`src/rtl/axi_split_pkg.sv`:
```
// axi_split_pkg: AXI channel types, FSM states and helpers shared by
// the write burst splitter and its address generator.
package axi_split_pkg;

  localparam int IdW   = 4;
  localparam int AddrW = 64;
  localparam int DataW = 64;
  localparam int StrbW = DataW / 8;

  localparam logic [1:0] BurstFixed = 2'b00;
  localparam logic [1:0] BurstIncr  = 2'b01;
  localparam logic [1:0] BurstWrap  = 2'b10;

  localparam logic [1:0] RespOkay   = 2'b00;
  localparam logic [1:0] RespExOkay = 2'b01;
  localparam logic [1:0] RespSlvErr = 2'b10;
  localparam logic [1:0] RespDecErr = 2'b11;

  typedef enum logic [1:0] {IDLE, SPLIT, RESP} split_state_e;

  typedef struct packed {
    logic [IdW-1:0]   id;
    logic [AddrW-1:0] addr;
    logic [7:0]       len;
    logic [2:0]       size;
    logic [1:0]       burst;
    logic             lock;
    logic [3:0]       cache;
    logic [2:0]       prot;
    logic [3:0]       qos;
  } aw_t;

  typedef aw_t ar_t;

  typedef struct packed {
    logic [DataW-1:0] data;
    logic [StrbW-1:0] strb;
    logic             last;
  } w_t;

  typedef struct packed {
    logic [IdW-1:0] id;
    logic [1:0]     resp;
  } b_t;

  typedef struct packed {
    logic [IdW-1:0]   id;
    logic [DataW-1:0] data;
    logic [1:0]       resp;
    logic             last;
  } r_t;

  typedef struct packed {
    aw_t  aw;
    logic aw_valid;
    w_t   w;
    logic w_valid;
    logic b_ready;
    ar_t  ar;
    logic ar_valid;
    logic r_ready;
  } req_t;

  typedef struct packed {
    logic aw_ready;
    logic w_ready;
    b_t   b;
    logic b_valid;
    logic ar_ready;
    r_t   r;
    logic r_valid;
  } resp_t;

  // Address of beat idx within a burst; wraps modulo 2^AddrW.
  function automatic logic [AddrW-1:0] beat_addr(
    input logic [AddrW-1:0] base,
    input logic [AddrW-1:0] idx,
    input logic [7:0]       len,
    input logic [2:0]       size,
    input logic [1:0]       burst
  );
    logic [AddrW-1:0] nxt;
    logic [AddrW-1:0] mask;
    nxt  = base + (idx << size);
    mask = ((AddrW'(len) + AddrW'(1)) << size) - AddrW'(1);
    case (burst)
      BurstFixed: beat_addr = base;
      BurstWrap:  beat_addr = (base & ~mask) | (nxt & mask);
      default:    beat_addr = nxt;
    endcase
  endfunction

  // Worst of two responses: DECERR > SLVERR > OKAY (EXOKAY counts as OKAY).
  function automatic logic [1:0] resp_merge(
    input logic [1:0] a,
    input logic [1:0] b
  );
    logic [1:0] ra;
    logic [1:0] rb;
    logic [1:0] rm;
    ra = (a == RespDecErr) ? 2'd2 : (a == RespSlvErr) ? 2'd1 : 2'd0;
    rb = (b == RespDecErr) ? 2'd2 : (b == RespSlvErr) ? 2'd1 : 2'd0;
    rm = (ra > rb) ? ra : rb;
    case (rm)
      2'd2:    resp_merge = RespDecErr;
      2'd1:    resp_merge = RespSlvErr;
      default: resp_merge = RespOkay;
    endcase
  endfunction

endpackage

```
`src/rtl/axi_wr_split_addr_gen.sv`:
```
// axi_wr_split_addr_gen: combinational per-beat address for a split
// burst (FIXED / INCR / WRAP); shared with a future read splitter.
module axi_wr_split_addr_gen
  import axi_split_pkg::*;
#(
  parameter int AddrWidth = 64,
  parameter int CntW      = 9
) (
  input  logic [AddrWidth-1:0] base,
  input  logic [CntW-1:0]      idx,
  input  logic [7:0]           len,
  input  logic [2:0]           size,
  input  logic [1:0]           burst,
  output logic [AddrWidth-1:0] addr
);

  assign addr = AddrWidth'(beat_addr(
    AddrW'(base), AddrW'(idx), len, size, burst));

endmodule

```
`src/rtl/axi_wr_burst_split.sv`:
```
// axi_wr_burst_split: splits one upstream write burst into single-beat
// writes and folds the B responses. Option: AXI_WR_SPLIT_RESP_MERGE_EN.
module axi_wr_burst_split
  import axi_split_pkg::*;
#(
  parameter int  MaxBeats   = 256,
  parameter int  AddrWidth  = 64,
  parameter type aw_chan_t  = aw_t,
  parameter type w_chan_t   = w_t,
  parameter type b_chan_t   = b_t,
  parameter type ar_chan_t  = ar_t,
  parameter type r_chan_t   = r_t,
  parameter type axi_req_t  = req_t,
  parameter type axi_resp_t = resp_t
) (
  input  logic      clk_i,
  input  logic      rst_i,
  input  axi_req_t  slv_req_i,
  output axi_resp_t slv_resp_o,
  output axi_req_t  mst_req_o,
  input  axi_resp_t mst_resp_i
);

  localparam int CntW = $clog2(MaxBeats + 1);

  split_state_e         state;
  aw_chan_t             aw_q;
  logic [CntW-1:0]      aw_cnt;
  logic [CntW-1:0]      w_cnt;
  logic [CntW-1:0]      b_cnt;
  logic [CntW-1:0]      b_cnt_nxt;
  logic [CntW-1:0]      len_p1;
  logic [1:0]           resp_acc;
  logic [AddrWidth-1:0] addr_beat;
  logic                 w_open;
  logic                 aw_hs;
  logic                 w_hs;
  logic                 b_hs;
  aw_chan_t             aw_fwd;
  w_chan_t              w_fwd;
  b_chan_t              b_up;
  ar_chan_t             ar_fwd;
  r_chan_t              r_fwd;
  logic                 unused_b_id;

  assign unused_b_id = ^mst_resp_i.b.id;

  assign len_p1    = CntW'(aw_q.len) + CntW'(1);
  assign w_open    = (state == SPLIT) && (w_cnt < aw_cnt);
  assign aw_hs     = mst_req_o.aw_valid && mst_resp_i.aw_ready;
  assign w_hs      = mst_req_o.w_valid && mst_resp_i.w_ready;
  assign b_hs      = mst_req_o.b_ready && mst_resp_i.b_valid;
  assign b_cnt_nxt = b_cnt + CntW'(b_hs);

  axi_wr_split_addr_gen #(
    .AddrWidth(AddrWidth),
    .CntW     (CntW)
  ) u_addr_gen (
    .base (AddrWidth'(aw_q.addr)),
    .idx  (aw_cnt),
    .len  (aw_q.len),
    .size (aw_q.size),
    .burst(aw_q.burst),
    .addr (addr_beat)
  );

  // Port drive: single-beat AW/W downstream, one B upstream, AR/R wired.
  always_comb begin
    aw_fwd       = aw_q;
    aw_fwd.addr  = AddrW'(addr_beat);
    aw_fwd.len   = '0;
    aw_fwd.burst = BurstIncr;
    w_fwd        = slv_req_i.w;
    w_fwd.last   = 1'b1;
    b_up         = '0;
    b_up.id      = aw_q.id;
    b_up.resp    = resp_acc;
    ar_fwd       = slv_req_i.ar;
    r_fwd        = mst_resp_i.r;

    mst_req_o          = '0;
    mst_req_o.aw       = aw_fwd;
    mst_req_o.aw_valid = (state == SPLIT) && (aw_cnt < len_p1);
    mst_req_o.w        = w_fwd;
    mst_req_o.w_valid  = slv_req_i.w_valid && w_open;
    mst_req_o.b_ready  = (state == SPLIT);
    mst_req_o.ar       = ar_fwd;
    mst_req_o.ar_valid = slv_req_i.ar_valid;
    mst_req_o.r_ready  = slv_req_i.r_ready;

    slv_resp_o          = '0;
    slv_resp_o.aw_ready = (state == IDLE);
    slv_resp_o.w_ready  = mst_resp_i.w_ready && w_open;
    slv_resp_o.b        = b_up;
    slv_resp_o.b_valid  = (state == RESP);
    slv_resp_o.ar_ready = mst_resp_i.ar_ready;
    slv_resp_o.r        = r_fwd;
    slv_resp_o.r_valid  = mst_resp_i.r_valid;
  end

  // Burst sequencing: capture AW, count AW/W/B beats, return one B.
  always_ff @(posedge clk_i) begin
    if (rst_i) begin
      state    <= IDLE;
      aw_q     <= '0;
      aw_cnt   <= '0;
      w_cnt    <= '0;
      b_cnt    <= '0;
      resp_acc <= RespOkay;
    end else begin
      unique case (state)
        IDLE: begin
          if (slv_req_i.aw_valid) begin
            aw_q  <= slv_req_i.aw;
            state <= SPLIT;
          end
        end
        SPLIT: begin
          if (aw_hs) aw_cnt <= aw_cnt + CntW'(1);
          if (w_hs)  w_cnt  <= w_cnt + CntW'(1);
          if (b_hs) begin
            b_cnt <= b_cnt_nxt;
`ifdef AXI_WR_SPLIT_RESP_MERGE_EN
            resp_acc <= resp_merge(resp_acc, mst_resp_i.b.resp);
`else
            resp_acc <= mst_resp_i.b.resp;
`endif
          end
          if (b_cnt_nxt == len_p1) state <= RESP;
        end
        RESP: begin
          if (slv_req_i.b_ready) begin
            state    <= IDLE;
            aw_cnt   <= '0;
            w_cnt    <= '0;
            b_cnt    <= '0;
            resp_acc <= RespOkay;
          end
        end
        default: state <= IDLE;
      endcase
    end
  end

`ifndef SYNTHESIS
  // Upstream WLAST must coincide with the beat the counters treat as last.
  wlast_check: assert property (@(posedge clk_i) disable iff (rst_i)
    (slv_req_i.w_valid && slv_resp_o.w_ready)
      |-> (slv_req_i.w.last == (w_cnt == CntW'(aw_q.len))));
`endif

endmodule

```
`config.mk`:
```
export PLATFORM = sky130hd
export DESIGN_NAME = axi_wr_burst_split
export DESIGN_NICKNAME = d
export VERILOG_FILES = /design/src/rtl/axi_split_pkg.sv /design/src/rtl/axi_wr_split_addr_gen.sv /design/src/rtl/axi_wr_burst_split.sv
export SDC_FILE = /design/constraint.sdc
export NUM_CORES = 1
export LEC_CHECK = 0
export BUFFER_PORTS_ARGS = -buffer_cell sky130_fd_sc_hd__buf_2
export CORE_AREA = 10 10 260 262
export CTS_BUF_LIST = sky130_fd_sc_hd__clkbuf_4 sky130_fd_sc_hd__clkbuf_8
export DETAILED_ROUTE_END_ITERATION = 8
export DIE_AREA = 0 0 270 272
export HOLD_SLACK_MARGIN = 0.15
export PLACE_DENSITY = 0.44
export RECOVER_POWER = 100
export SLEW_MARGIN = 30
export SYNTH_ARGS = -nofsm -noshare
export SYNTH_HDL_FRONTEND = slang
export SYNTH_SLANG_ARGS = --single-unit
export TNS_END_PERCENT = 5
```
`constraint.sdc`:
```
create_clock -name clk_i -period 10 [get_ports clk_i]
set_input_delay 1 -clock clk_i [delete_from_list [all_inputs] [get_ports clk_i]]
set_output_delay 1 -clock clk_i [all_outputs]
set_load 0.05 [all_outputs]
```
**Word level (Yosys, flattened, before mapping)**

Cells that the tools add are included.

- Eq/ne operators: 10
- Reductions and logical operators: 15
- Shifts and indexed selects: 2
- Add/sub/neg operators: 7
- Magnitude comparators: 2
- Bitwise logic cells: 4
- Mux-type cells: 14

Operators by type and width:

| kind | count |
|---|---|
| $and A64 B64 Y64 | 2 |
| $pmux W64 S2 | 1 |
| $add A64 B64 Y64 | 1 |
| $not A64 Y64 | 1 |
| $or A64 B64 Y64 | 1 |
| $shl A64 B3 Y64 | 1 |
| $shl A9 B3 Y64 | 1 |
| $sub A64 B1 Y64 const B | 1 |
| $pmux W9 S2 | 3 |
| $mux W9 | 4 |
| $add A8 B1 Y9 const B | 2 |
| $add A9 B1 Y9 const B | 2 |
| $lt A9 B9 Y1 | 2 |
| $reduce_and A3 Y1 | 4 |
| $add A9 B1 Y9 | 1 |
| $eq A9 B9 Y1 | 1 |
| $mux W2 | 4 |
| $ne A2 B1 Y1 const B | 4 |
| $logic_and A1 B1 Y1 | 7 |
| $pmux W2 S3 | 1 |
| $eq A2 B2 Y1 const B | 2 |
| $logic_not A2 Y1 | 2 |
| $ne A2 B2 Y1 const B | 2 |
| $pmux W2 S2 | 1 |
| 3 further kinds | 3 |

- Output and inout port bits: 346
- Input port bits: 348
- Flip-flop bits (word level): 124

**Depth between registers and ports, before layout**

- Word-level depth: 7
- Mapped depth: 19

**Cells and area by module**

A second synthesis with hierarchy kept.

- Cells, all modules: 1517
- Area, all modules: 11283.3 µm²

By module, submodules not included:

| module | area each (µm²) | instances | cells an instance |
|---|---|---|---|
| axi_wr_burst_split | 7487.2 | 1 | 966 |
| axi_wr_split_addr_gen | 3796.1 | 1 | 551 |

**Worst setup path before layout**

OpenSTA, ideal clock, no wires.

- Path kind: reg-to-output
- Start point: register aw_q (netlist bit mst_req_o[186])
- End point: output port mst_req_o[234] (netlist name)
- Arrival time: 4512 ps
- Slack: 4488 ps
- Buffers on the path: 4
- Stages on the path, launching flop included: 16
- Cell sequence: dfxtp_1 clkbuf_1 clkbuf_1 clkbuf_1 o21ai_0 o21ai_0 o21ai_0 ha_1 a21oi_1 o21ai_0 o41ai_2 nor3_1 o32ai_1 clkbuf_1 nor3_1 xnor2_1

RTL lines:

| what | RTL line | text |
|---|---|---|
| start: declaration | axi_wr_burst_split.sv:27 | `aw_chan_t aw_q;` |
| start signal: assignment | axi_wr_burst_split.sv:114 | `aw_q <= slv_req_i.aw;` |
| end: declaration | axi_wr_burst_split.sv:20 | `output axi_req_t mst_req_o,` |

==> results by group <==
Clock tree
  – H-Tree Depth: 4
  – TritonCTS clock tree: done
  – Clk Latency, worst-skew pair: 550 ps
  – Clock transition at path regs: 90 ps
  – CTS sink cnt: 124
  – CTS resizes: 0
  – CTS Buf Count: 17
  – Hold-fix buffers, CTS: 0
  – Clock root cell: clkbuf_8
  – CTS max path bufs: 2
  – Post-CTS setup buffer count: 0

Detailed routing
  – Antenna viol nets, final: 0
  – Vias/cell: 4.21
  – TritonRoute pass-1 iters: 4
  – Via count: 9300
  – Initial DRC Count: 461
  – Drt wl/cell: 18.2 microns
  – Routed wire length: 40.2 mm
  – DR DRC count: 0

Global routing
  – Gr usage total: 0.106
  – Number of global-route vias before repair: 9194
  – Gr ovfl total: 0
  – Initial antenna violation count: 10
  – First-pass GRT wire length: 59.1 mm
  – Largest net degree at the start of global routing: 59

Power and ir drop
  – Leakage: 4.17 nW
  – Pwr Total: 1.57 mW
  – Max IR drop VDD: 101 uV
  – P per Cell Area: 144 nW/um^2

Yosys
  – Most frequent cells after synthesis: 275 x buf_4, 264 x nand2_1, 142 x a21oi_1
  – Syn_area_per_cell: 7.40 sq um
  – Cell Area, Synth: 10800 sq um
  – Yosys warning count: 0
  – Synth Area in Compound Gates: 0.159
  – Flops & latches, synth: 124
  – Synth Flop Type: dfxtp_1
  – Largest family of logic cells by synthesized area: buffers and inverters
  – Post-synthesis mux area share: 0.0259
  – FFs w/ async S/R, synth: 0
  – Ranking of synthesized cells by area: dfxtp_1 23%, buf_4 19%, nand2_1 9.2%, a21oi_1 6.6%, xor2_1 5.0%
  – Synth Area in Simple Gates: 0.228
  – Xor/xnor cell area share of the yosys netlist: 0.0847
  – Count of cell types in the netlist: 84
  – Top-area cell type share of the netlist area: 0.229
  – Synthesized-area fraction occupied by adder cells: 0.0411
  – Area leader, netlist: dfxtp_1
  – Sequential share of the synthesized area: 0.229
  – Most common cell in the netlist: buf_4
  – Synth Instances: 1464
  – Post-synth EDFFs: 0

Cells and area
  – Final Non-Filler Cells: 2211
  – Fin nets: 1734
  – Post-layout util: 0.175
  – Post-route cell area: 10900 sq um
  – Ratio of cells with drive above 1 in the final layout: 0.147
  – Layout area overhead: 0.982%
  – Filler instances: 7192

Place
  – RD Place Congestion: 0.811
  – Port bufs: 197
  – Post-Place Worst Slack: 3960 ps
  – Detailed Place HPWL: 31.6 mm
  – Placed cell areas: 10600 sq um
  – Cells after DPL: 2178

Timing
  – Slew Limit Headroom: -0.650
  – Fin. Hold Viols: 0
  – Unrepaired setup endpoints after global routing: false
  – Tmin final: 7880 ps
  – Final worst path period share: 0.788
  – PnR worst setup slack: 2120 ps
  – Pin slew with the least headroom to its limit: 2470 ps
  – Max-slew violations: 139
  – Hold WS: 457 ps
  – Maximum clock rate: 127 MHz
  – Setup TNS: 0 ps
  – Clk_skew: 20.5 ps
  – # setup viols final: 0

Worst setup path
  – CP cell instances: clkbuf_1 > inv_1 > a21oi_1 > a21oi_1 > and2_1 > ha_1 > a21o_1 > nand4_1 > o21ai_0 > o41ai_1 > nor3_1 > o32ai_4 > buf_4 > nor4_1 > xor2_1 > clkbuf_1
  – Setup CP Type: reg -> out
  – Worst EP required: 9000 ps
  – Critical Path Source Type: flip-flop
  – Worst-path fanout max: 42
  – Slowest stage delay, CP: 1430 ps
  – Critical-path top delay cell: clkbuf_1
  – Crit path DAT: 6880 ps
  – CP endpoint kind: output port

Die
  – Die Area: 73400 sq um
  – Die extent in y: 272 microns
  – Core area: 62500 sq um
  – Row count: 92
  – Die X: 270 microns
  – Starting Density: 0.173
  – IO Count: 694

Flow run
  – Max-cap violations: 3

Worst hold path
  – Min-Delay Path Class: reg -> reg

Status
  – Failing checks: max-capacitance violations, max-slew violations
  – Outcome: finished with violations
-- metal layers --
layer | vias up | share of wire | GRT usage
li1 | 4445 | - | -
met1 | 4283 | 0.39 | 0.114
met2 | 417 | 0.48 | 0.176
met3 | 143 | 0.086 | 0.0452
met4 | 12 | 0.038 | 0.0526
met5 | - | 0.0025 | 0.00526
-- logic make-up after synthesis --
kind of cell,count (synthesis)
buf+inv,378
flops,124
other cells,2
mux,26
xor+xnor,101
fa+ha+maj,35
compound gates,278
simple gates,520
-- cell usage in the layout (no fill, tap or decap), drive strengths merged, types with 3 or more instances in the layout --
master / synthesis / final
conb: 2 / 11
inv: 29 / 29
clkinv: 1 / 4
ha: 34 / 34
nor2b: 9 / 9
buf: 292 / 118
o22ai: 5 / 5
and2: 12 / 12
a21boi: 3 / 3
nand2: 264 / 264
bufinv: 0 / 3
o31ai: 6 / 6
nor2: 71 / 71
xor2: 62 / 62
nand4: 16 / 16
nand2b: 9 / 9
mux2: 16 / 16
a31oi: 10 / 10
a22oi: 10 / 10
nor4: 22 / 22
o211ai: 5 / 5
a311oi: 3 / 3
and3: 20 / 20
clkbuf: 56 / 111
nand3: 31 / 31
or3: 11 / 11
a21o: 11 / 11
clkinvlp: 0 / 4
xnor2: 38 / 38
nor3b: 3 / 3
a211oi: 5 / 5
a21oi: 144 / 144
and4: 5 / 5
o32ai: 3 / 3
mux2i: 10 / 10
nand3b: 3 / 3
dfxtp: 124 / 124
a221oi: 3 / 3
o21ai: 48 / 48
nor3: 37 / 37
-- where the power goes --
part	total, mW	switching [mW]	leakage, nW	internal [mW]
logic	0.484	0.351	2.95	0.133
registers	0.567	0.0403	1.01	0.527
clock network	0.518	0.248	0.208	0.271
total	1.57	0.639	4.17	0.931
-- critical path: cells and delay by family (launching register included) --
family / cells / cell delay (ps)
and+or+nand+nor: 4 / 660
buffers and inverters: 4 / 2860
DFF: 1 / 310
AOI/OAI and AO/OA: 6 / 1800
adders and majority gates: 1 / 330
xor gates and xnor gates: 1 / 280
-- registers in the layout, indices dropped and copies added (netlist names) --
register	cells
aw_cnt	9
w_cnt	9
state	2
resp_acc	2
b_cnt	9
mst_req_o	19
aw_q	74
-- cell type report --
| type | instances | area [sq um] | share of cell area |
|---|---|---|---|
| multi-input combinational | 971 | 5900 | 0.540 |
| tap | 846 | 1060 | 0.0968 |
| antenna | 1 | 2.50 | 0.000229 |
| clock buffer | 22 | 290 | 0.0265 |
| inverter | 30 | 113 | 0.0103 |
| sequential | 124 | 2480 | 0.227 |
| timing repair buffer | 207 | 945 | 0.0864 |
| clock inverter | 10 | 139 | 0.0127 |
-- path summary, 6_finish.rpt --
check / from / endpoint / slack, ps / cells after the start
setup / recovery: mst_req_o[186] / mst_req_o[248] / 2120 / 16
hold / removal: mst_req_o[180] / mst_req_o[180] / 460 / 2
setup reg to reg: state[0] / aw_q[59] / 5060 / 6
hold reg to reg: mst_req_o[180] / mst_req_o[180] / 460 / 2
Note: power is estimated with default switching activity, not from simulation.
